==> config.mk <==
export PLATFORM = sky130hd
export DESIGN_NAME = raster_arith_prims
export DESIGN_NICKNAME = d
export VERILOG_FILES = /design/src/rtl/raster_arith_prims.sv
export SDC_FILE = /design/constraint.sdc
export NUM_CORES = 1
export LEC_CHECK = 0
export BUFFER_PORTS_ARGS = -buffer_cell sky130_fd_sc_hd__buf_2
export CORE_MARGIN = 2
export CORE_UTILIZATION = 51
export DETAILED_ROUTE_END_ITERATION = 6
export PLACE_DENSITY_LB_ADDON = 0.12
export SETUP_SLACK_MARGIN = 0.2
export SLEW_MARGIN = 30
export SYNTH_ARGS = -nofsm -noshare
export SYNTH_HDL_FRONTEND = slang
export SYNTH_SLANG_ARGS = --single-unit
export TNS_END_PERCENT = 30
==> constraint.sdc <==
create_clock -name clk -period 4.8 [get_ports clk]
set_clock_uncertainty 0.2 [all_clocks]
set_input_delay 1.2 -clock clk [delete_from_list [all_inputs] [get_ports clk]]
set_output_delay 1.2 -clock clk [all_outputs]
set_load 0.02 [all_outputs]
==> src/rtl/raster_arith_prims.sv <==
// Raster arithmetic primitives: combinational adder and unsigned comparator,
// plus a clear/load/up-down counter with asynchronous active-low reset.
module raster_arith_prims #(
    parameter int unsigned WIDTH = 14
) (
    input  logic             clk,
    input  logic             rst_n,
    input  logic [WIDTH-1:0] add_a,
    input  logic [WIDTH-1:0] add_b,
    input  logic             add_cin,
    output logic [WIDTH-1:0] add_sum,
    output logic             add_cout,
    input  logic [WIDTH-1:0] cmp_a,
    input  logic [WIDTH-1:0] cmp_b,
    output logic             cmp_gt,
    output logic             cmp_eq,
    output logic             cmp_lt,
    input  logic [WIDTH-1:0] cnt_d,
    input  logic             cnt_clr,
    input  logic             cnt_load,
    input  logic             cnt_up,
    input  logic             cnt_en,
    output logic [WIDTH-1:0] cnt_q
);

    localparam logic [WIDTH-1:0] CNT_ONE = WIDTH'(1);

    logic [WIDTH:0]   w_add_full;
    logic [WIDTH-1:0] w_cnt_next;
    logic [WIDTH-1:0] r_cnt;

    // Operands are raw bit vectors; the carry-out is the extra top bit.
    assign w_add_full = {1'b0, add_a} + {1'b0, add_b} + {{WIDTH{1'b0}}, add_cin};
    assign add_sum    = w_add_full[WIDTH-1:0];
    assign add_cout   = w_add_full[WIDTH];

    assign cmp_gt = (cmp_a > cmp_b);
    assign cmp_eq = (cmp_a == cmp_b);
    assign cmp_lt = (cmp_a < cmp_b);

    // Clear beats load beats count; natural modulo wrap in both directions.
    always_comb begin
        w_cnt_next = r_cnt;
        if (cnt_clr) begin
            w_cnt_next = '0;
        end else if (cnt_load) begin
            w_cnt_next = cnt_d;
        end else if (cnt_en) begin
            w_cnt_next = cnt_up ? (r_cnt + CNT_ONE) : (r_cnt - CNT_ONE);
        end
    end

    always_ff @(posedge clk or negedge rst_n) begin
        if (!rst_n) begin
            r_cnt <= '0;
        end else begin
            r_cnt <= w_cnt_next;
        end
    end

    assign cnt_q = r_cnt;

endmodule

==> results of run 1 <==
## cell families after synthesis
kind of cell | count (synthesis)
compound gates | 88
mux | 4
fa+ha+maj | 42
xor+xnor | 20
simple gates | 81
buf+inv | 30
flops | 14
## cells in the mapped netlist (all sizes together) (2+ instances only)
master,n
o21bai,3
ha,39
xnor2,15
nor2,23
o22ai,4
nand4,4
o211ai,3
nor4,2
o21ai,16
fa,3
a21oi,28
nor2b,11
dfrtp,14
a22oi,4
nand2,12
xor2,5
o21a,8
a21o,2
nor3,10
nand3,3
or2,3
a211oi,10
clkbuf,6
nor3b,5
nand2b,2
inv,24
a21boi,3
mux2i,4
## layout make-up
cell class                      count  area, um^2
Multi-Input combinational cell    235        1780
Timing Repair Buffer              110         571
Fill cell                         391        1400
Sequential cell                    14         350
Tap cell                           52        65.1
Inverter                           24        90.1
Clock buffer                        3        41.3
## final timing paths
path                       startpoint           to  cells past startpoint
max                           add_cin  add_sum[12]                     11
min reg2reg                 cnt_q[11]    cnt_q[11]                      2
max in group asynchronous       rst_n    cnt_q[13]                      1
max reg2reg                  cnt_q[6]    cnt_q[12]                      7
min in group asynchronous       rst_n     cnt_q[8]                      1
min                         cnt_q[11]    cnt_q[11]                      2
## per-layer routing
| layer | share of wire | vias up |
|---|---|---|
| met2 | 0.50 | 72 |
| met3 | 0.049 | 7 |
| met4 | 0.010 | 0 |
| li1 | - | 1236 |
| met1 | 0.44 | 1138 |
| met5 | 0 | - |
## cells in the final DEF, fill, tap and decap left out, types with 3 or more instances in the layout
cell type,synthesis,final
inv_1,23,22
a21oi_1,26,26
mux2i_1,4,4
clkbuf_8,2,3
xor2_1,5,5
nor2b_1,11,10
o21a_1,8,8
o21ai_0,9,9
o22ai_1,4,4
a211oi_1,9,9
nand3_1,3,3
buf_2,0,105
nor3_1,10,10
a22oi_1,4,4
nand4_1,4,4
dfrtp_1,14,14
o21bai_1,3,3
buf_4,0,3
nor2_1,23,23
nand2_1,12,12
ha_1,39,39
nor3b_1,4,4
o21ai_1,7,6
xnor2_1,15,15
## critical path, delay by kind of cell
family / cells / cell delay [ns]
adder cells (fa/ha/maj): 2 / 0.62
AO/OA/AOI/OAI: 3 / 0.60
buffers and inverters: 3 / 0.32
AND/OR/NAND/NOR: 2 / 0.17
XOR/XNOR: 1 / 0.12
## what timing repair did
| action | CTS | global route |
|---|---|---|
| setup buffers | 1 | 1 |
| resized for setup | 1 | 8 |
| pin swaps | 2 | 6 |
| setup endpoints to repair | 1 | 5 |
## per-stage QoR
stage	power, uW	cells	hold WS, ns
after floorplan	390	279	0.488
after detailed placement	497	433	0.394
after global routing	655	438	0.457
final	605	438	0.404
after global placement	490	433	0.371
after CTS	601	437	0.409
## where the power goes
group / internal (uW) / switching [uW] / total, uW
Combinational: 161 / 207 / 368
Sequential: 129 / 8.44 / 137
Clock: 55.7 / 44.5 / 100
==> out/metrics.csv, run 1 <==
metric;value;unit
status;complete, no violations;
met2 Usage GRT;0.425;
CTS tree;yes;
max frequency;225;MHz
Antenna Violating Nets Remaining;0;
Layout area overhead;29.0;%
root buffer cell;clkbuf_8;
antenna cells;0;
share of cells above drive strength 1;0.334;
met1 Use GR;0.304;
die height;70.3;um
EDFF count, synth;0;
hold-fix buffers at CTS;0;
post-place instance area;2810;um^2
total gr overflow;0;
sequential element share of the synthesized area;0.156;
worst slack, placed;0.144;ns
worst rel slew slack;0.679;
vias in the first global route;2342;
synth warn;0;
r2r setup slk;2.39;ns
LEAKAGE;0.00149;uW
GRT Util Overall;0.237;
CP startpoint kind;primary input;
vias per inst;5.60;
syn avg cell area;8.04;um^2
CP max FO;3;
TritonCTS Buffers;3;
Final Hold Viols;0;
xor/xnor share of the synthesized area;0.0781;
clock-pin transition on the worst setup and hold timing paths;0.06;ns
Synth area leader;ha_1;
Slew Viols, Final;0;
CP required;3.40;ns
Setup-failing EPs final;0;
Syn Std Cell Area;2240;um^2
gr busiest metal;met2;
utilization after layout;0.674;
# rows;24;
clk sinks;14;
first-pass GRT wire length;9940;um
CP peak stage delay;0.40;ns
worst-margin pin slew;0.481;ns
Pwr Density;209;nW/um^2
Post-Syn Instances;279;
Crit-path slowest cell;fa_2;
Die X;70.3;um
routed vias;2453;
# DRC;0;
Compound-Gate Fraction of Synth Area;0.254;
number of synthesized register bits;14;
clock period minus final worst setup slack;4.45;ns
Routed WL per cell;13.2;um
Total Routed Length;5780;um
met3 Usage GRT;0.0216;
Synth cell types;51;
Iteration-0 DRC Markers;64;
Worst Path Arrival;3.05;ns
gp weighted congestion;0.901;
Setup TNS Final;0;ns
initial antenna violation count;0;
Final HPWL DP;4620;um
largest net degree at the start of global routing;27;
Core ar.;4290;um^2
Async S/R FF share, synth;1.00;
Largest register FFs;14;
unrepaired setup endpoints after global routing;no;
Final Instance Area;2890;um^2
PortBufs;108;
largest cells by area after synthesis;ha_1, dfrtp_1, xnor2_1;
max cap viols;0;
Mapped Nets;398;
worst skew pair latency;0.25;ns
simple-gate share of the synthesized area;0.190;
Die ar.;4940;um^2
largest family of logic cells by synthesized area;compound AO/OA/AOI/OAI gates;
Cell Chain, Critical Path;buf_6 > fa_2 > inv_2 > fa_2 > nor2b_2 > o31ai_2 > nand2b_1 > o21ai_2 > o31a_1 > xnor2_1 > buf_4;
initial core utilization;0.522;
Setup crit end kind;output pin;
DR pass1 iterations;6;
Yosys top cell area share;0.218;
Synth Flop Type;dfrtp_1;
final setup margin;0.352;ns
I/O pin count;109;
adder-cell share of the synthesized area;0.244;
critical path class;in2out;
H-tree Lvls;1;
worst hold path class;reg2reg;
Peak VDD IR;0.170;mV
post-synthesis mux area share;0.0179;
Tcrit/Tclk final;0.927;
CTS Buffer Depth;2;
CP most frequent cell;fa_2;
nets@finish;507;
No activity file was read; power rests on OpenSTA's default activity.
==> run 2, diff against run 1 <==
--- a/config.mk
+++ b/config.mk
@@ -10,8 +10,9 @@
 export CORE_UTILIZATION = 51
 export DETAILED_ROUTE_END_ITERATION = 6
 export PLACE_DENSITY_LB_ADDON = 0.12
+export REMOVE_ABC_BUFFERS = 1
 export SETUP_SLACK_MARGIN = 0.2
-export SLEW_MARGIN = 30
+export SLEW_MARGIN = 10
 export SYNTH_ARGS = -nofsm -noshare
 export SYNTH_HDL_FRONTEND = slang
 export SYNTH_SLANG_ARGS = --single-unit
==> run 2 against run 1 <==
Utilization down 0.52 points. Design area down 0.78%. Largest cell class unchanged. Clock power about the same. Critical path type unchanged. Sequential share of layout area up 0.095 points. Non-clock buffer count down 1.
==> out/metrics.csv, run 2 (synthesized netlist as in run 1, its figures left out) <==
metric;value;unit;change
status;complete, no violations;;
# DRC;0;;unchanged
max cap viols;0;;unchanged
# rows;24;;unchanged
TritonCTS Buffers;3;;unchanged
worst skew pair latency;0.25;ns;about the same
Slew Viols, Final;0;;unchanged
vias per inst;5.42;;-3.3%
max frequency;226;MHz;+0.52%
Final HPWL DP;4480;um;-3.0%
GRT Util Overall;0.220;;-0.0169
clock period minus final worst setup slack;4.42;ns;-0.0232 ns
antenna cells;0;;unchanged
worst slack, placed;0.174;ns;+0.0300 ns
Tcrit/Tclk final;0.922;;-0.00483
first-pass GRT wire length;9130;um;-8.2%
Final Instance Count excl. Fillers;437;;-0.23%
PortBufs;108;;unchanged
Pwr Total;600;uW;-0.82%
routed vias;2367;;-3.5%
Antenna Violating Nets Remaining;0;;unchanged
final setup margin;0.376;ns;+0.0232 ns
Total Routed Length;5400;um;-6.7%
Setup-failing EPs final;0;;unchanged
clock-pin transition on the worst setup and hold timing paths;0.06;ns;about the same
Layout area overhead;28.0;%;
H-tree Lvls;1;;unchanged
initial core utilization;0.522;;unchanged
Final Hold Viols;0;;unchanged
Worst Path Arrival;3.02;ns;-0.03 ns
CP required;3.40;ns;about the same
worst hold path class;reg2reg;;
Register Area;350;um^2;unchanged
CP startpoint kind;primary input;;
placed cells;433;;unchanged
share of cells above drive strength 1;0.327;;-0.00692
I/O pin count;109;;unchanged
critical path class;in2out;;
vias in the first global route;2198;;-6.1%
initial antenna violation count;0;;unchanged
gp weighted congestion;0.880;;-2.4%
most common cell after layout, fill and taps aside;buf_2;;
Peak VDD IR;0.183;mV;+8.0%
Setup crit end kind;output pin;;
Die X;70.3;um;unchanged
largest net degree at the start of global routing;27;;unchanged
multi-input gate area in the final layout;1770;um^2;-0.14%
Iteration-0 DRC Markers;53;;-17%
hold-fix buffers at CTS;0;;unchanged
unrepaired setup endpoints after global routing;no;;
worst rel slew slack;0.692;;+0.0129
worst-margin pin slew;0.462;ns;-0.0189 ns
nets@finish;506;;-0.20%
final-layout fill cell count;403;;+3.1%
Core ar.;4290;um^2;unchanged
die height;70.3;um;unchanged
CP max FO;3;;unchanged
DR pass1 iterations;4;;-2
Pwr Density;209;nW/um^2;about the same
CTS Buffer Depth;2;;unchanged
clk sinks;14;;unchanged
Routed WL per cell;12.3;um;-6.5%
Largest register FFs;14;;unchanged
LEAKAGE;0.00148;uW;-0.61%
CTS tree;yes;;
total gr overflow;0;;unchanged
root buffer cell;clkbuf_8;;
Setup TNS Final;0;ns;unchanged
most frequent cells in the layout;buf_2, ha_1, a21oi_1;;
Die ar.;4940;um^2;unchanged
run 2: cell types whose count changed in the layout (fill, tap and decap cells not counted), sizes merged:
cell / previous run / this run
buf: 110 / 109
run 2: metal layers:
| layer | wire length (um) | GRT usage |
|---|---|---|
| met3 | 323 | 0.0216 |
| met1 | 2470 | 0.275 |
| met5 | 0 | 0 |
| met2 | 2540 | 0.397 |
| met4 | 64 | 0.0641 |
run 2: cell type report:
class                      count  area share
sequential                    14       0.122
clock buffer                   3      0.0144
multi-input combinational    235       0.618
timing repair buffer         109       0.192
tap                           52      0.0227
inverter                      24      0.0314
run 2: what timing repair did:
action / CTS / global route
pin swaps: 0 / 2
endpoints found under the setup margin: 1 / 4
gates cloned: 0 / 0
buffers inserted: 0 / 1
resized for setup: 1 / 4
run 2: per-stage QoR:
step	cell area [um^2]	hold WS, ns	utilization
after floorplan	2200	0.488	-
after global placement	2810	0.399	0.653
after detailed placement	2810	0.409	0.653
after CTS	2850	0.422	0.664
after global routing	2870	0.461	0.668
final	2870	0.405	0.668
run 2: path summary, 6_finish.rpt:
check	from	end	slack (ns)	cells past startpoint
max	add_a[0]	add_sum[12]	0.38	11
min	cnt_q[11]	cnt_q[11]	0.41	2
max reg2reg	cnt_q[6]	cnt_q[12]	2.46	7
min reg2reg	cnt_q[11]	cnt_q[11]	0.41	2
max in group asynchronous	rst_n	cnt_q[5]	3.51	1
min in group asynchronous	rst_n	cnt_q[13]	0.64	1
run 2: report_power, final:
group	internal (uW)	switching [uW]
clock network	55.8	45.5
registers	129	8.60
logic	158	204
total	343	258
run 2: worst max-delay path: stages:
cell      delay, ns
buf_2          0.11
fa_2           0.40
inv_1          0.08
fa_2           0.20
nor2b_1        0.07
o31ai_2        0.20
nand2b_1       0.11
o21ai_2        0.17
o31a_1         0.20
xnor2_1        0.12
buf_4          0.16
==> run 3, diff against run 2 <==
--- a/config.mk
+++ b/config.mk
@@ -5,9 +5,10 @@
 export SDC_FILE = /design/constraint.sdc
 export NUM_CORES = 1
 export LEC_CHECK = 0
+export ABC_AREA = 1
 export BUFFER_PORTS_ARGS = -buffer_cell sky130_fd_sc_hd__buf_2
 export CORE_MARGIN = 2
-export CORE_UTILIZATION = 51
+export CORE_UTILIZATION = 53
 export DETAILED_ROUTE_END_ITERATION = 6
 export PLACE_DENSITY_LB_ADDON = 0.12
 export REMOVE_ABC_BUFFERS = 1
==> run 3 against run 2 <==
Via count increased by 24%. Maximum frequency is 0.29% higher. Register-to-register slack gained 0.38 ns. Final cell count is 31% higher. Critical path type unchanged. Largest cell class unchanged.
==> out/metrics.csv, run 3 <==
metric;value;unit;change
Setup crit end kind;output pin;;
worst slack, placed;0.389;ns;+0.216 ns
synth warn;0;;unchanged
hold-fix buffers at CTS;0;;unchanged
Iteration-0 DRC Markers;73;;+38%
largest cells by area after synthesis;ha_1, nand2_1, dfrtp_1;;
Synth cell types;34;;-33%
Core ar.;4690;um^2;+9.3%
die height;73.5;um;+4.5%
critical path class;in2out;;
Synth Flop Type;dfrtp_1;;
Setup TNS Final;0;ns;unchanged
total gr overflow;0;;unchanged
final setup margin;0.388;ns;+0.0128 ns
unrepaired setup endpoints after global routing;no;;
initial core utilization;0.546;;+0.0235
Die X;73.5;um;+4.5%
count leader, synth;nand2_1;;
r2r setup slk;2.84;ns;+0.38 ns
syn avg cell area;6.20;um^2;-23%
worst hold path class;reg2reg;;
CP required;3.40;ns;about the same
max cap viols;0;;unchanged
worst-margin pin slew;0.695;ns;+0.233 ns
share of cells above drive strength 1;0.245;;-0.0826
vias in the first global route;2694;;+23%
Synth area leader;ha_1;;
PortBufs;108;;unchanged
largest net degree at the start of global routing;22;;-19%
total setup buffers inserted after CTS;0;;unchanged
nets@finish;640;;+26%
H-tree Lvls;1;;unchanged
Post-Syn Instances;413;;+48%
Async S/R FF share, synth;1.00;;unchanged
gp weighted congestion;0.975;;+11%
TritonCTS Buffers;3;;unchanged
Routed WL per cell;11.5;um;-6.7%
CP startpoint kind;primary input;;
first-pass GRT wire length;10900;um;+19%
CTS tree;yes;;
clock-pin transition on the worst setup and hold timing paths;0.06;ns;about the same
Total Routed Length;6600;um;+22%
most common cell after layout, fill and taps aside;nand2_1;;
Yosys top cell area share;0.191;;-0.0270
Critical path origin;add_a[0];;
clk sinks;14;;unchanged
R2R depth;10;;+3
Setup-failing EPs final;0;;unchanged
post-CTS resize count;0;;-1
LEAKAGE;0.00198;uW;+33%
Slew Viols, Final;0;;unchanged
vias per inst;5.13;;-5.2%
Hold Slack;0.310;ns;-0.0959 ns
number of synthesized register bits;14;;unchanged
utilization after layout;0.677;;+0.00865
worst skew pair latency;0.24;ns;about the same
I/O pin count;109;;unchanged
Pwr Density;207;nW/um^2;-0.90%
root buffer cell;clkbuf_8;;
status;complete, no violations;;
Largest register FFs;14;;unchanged
EDFF count, synth;0;;unchanged
initial antenna violation count;0;;unchanged
Peak VDD IR;0.157;mV;-14%
# rows;25;;+4.2%
Worst Path Arrival;3.01;ns;about the same
Final Hold Viols;0;;unchanged
antenna cells;0;;unchanged
CP max FO;4;;+1
routed vias;2941;;+24%
Layout area overhead;24.1;%;
sequential element share of the synthesized area;0.137;;-0.0194
CTS Buffer Depth;2;;unchanged
GRT Util Overall;0.249;;+0.0288
DR pass1 iterations;4;;unchanged
Antenna Violating Nets Remaining;0;;unchanged
Syn Std Cell Area;2560;um^2;+14%
most frequent cells in the layout;nand2_1, buf_2, inv_1;;
Tcrit/Tclk final;0.919;;-0.00268
synth cell count leaders;nand2_1, inv_1, nor2_1;;
launch point of the worst reg-to-reg path;cnt_q[0];;
r2r endpoint;cnt_q[12];;
Die ar.;5400;um^2;+9.3%
clock period minus final worst setup slack;4.41;ns;-0.0128 ns
final-layout fill cell count;446;;+11%
worst rel slew slack;0.536;;-0.156
end point of the critical path;add_sum[10];;
max frequency;227;MHz;+0.29%
# DRC;0;;unchanged
Final HPWL DP;5540;um;+24%
## run 3: changes by cell type after synthesis, moves of 9 or more
cell,before,now
nand2_1,12,121
inv_1,23,65
nor2_1,23,47
nand3_1,3,26
nor2b_1,11,0
nor3_1,10,0
a211oi_1,9,0
## run 3: metrics by stage
| step | cells | area (um^2) | total power (uW) |
|---|---|---|---|
| after global placement | 570 | 3140 | 551 |
| final | 573 | 3180 | 658 |
| after detailed placement | 570 | 3140 | 562 |
| after CTS | 573 | 3180 | 665 |
| after global routing | 573 | 3180 | 722 |
| after floorplan | 408 | 2530 | 435 |
## run 3: where the power goes
part | internal [uW] | leakage (uW) | switching [uW]
Combinational | 160 | 0.00178 | 258
Sequential | 131 | 0.000182 | 10.9
Clock | 55.5 | 0.0000216 | 42.2
Total | 347 | 0.00198 | 311
## run 3: layer usage
metal,track usage,wire [um],vias to the layer above
met5,0,0,-
met4,0.0667,80,0
met3,0.0178,361,9
met2,0.469,3220,88
met1,0.300,2940,1304
li1,-,-,1540
## run 3: worst min path at each step
stage	slack, ns	depth (start not counted)	startpoint	endpoint
after floorplan	0.41	2	cnt_q[10]	cnt_q[10]
after global placement	0.29	2	cnt_q[8]	cnt_q[8]
after detailed placement	0.30	2	cnt_q[3]	cnt_q[3]
after CTS	0.32	2	cnt_q[3]	cnt_q[3]
after global routing	0.33	2	cnt_q[8]	cnt_q[8]
final	0.31	2	cnt_q[3]	cnt_q[3]
## run 3: cells by family (layout without fill, tap and decap cells)
| kind of cell | count (synthesis) | after routing | share of synthesized area |
|---|---|---|---|
| buffers and inverters | 71 | 177 | 0.109 |
| AND/OR/NAND/NOR | 213 | 213 | 0.352 |
| flip-flops | 14 | 14 | 0.137 |
| XOR/XNOR | 17 | 17 | 0.0582 |
| AO/OA/AOI/OAI | 56 | 56 | 0.129 |
| adder cells (fa/ha/maj) | 42 | 42 | 0.214 |
## run 3: area by class of cell
class	instances	area [um^2]	share of cell area
sequential	14	350	0.110
inverter	66	248	0.0780
timing repair buffer	108	541	0.170
clock buffer	3	41.3	0.0130
multi-input combinational	328	1930	0.607
tap	54	67.6	0.0213
## run 3: critical path, cell delays in order
cell and delay [ns]:
buf_2 0.11, fa_1 0.46, inv_1 0.12, fa_1 0.21, inv_1 0.05, nand3_1 0.08
nand2_2 0.11, a21boi_4 0.20, nor2_1 0.07, nor2_2 0.10, xnor2_1 0.11, buf_2 0.18
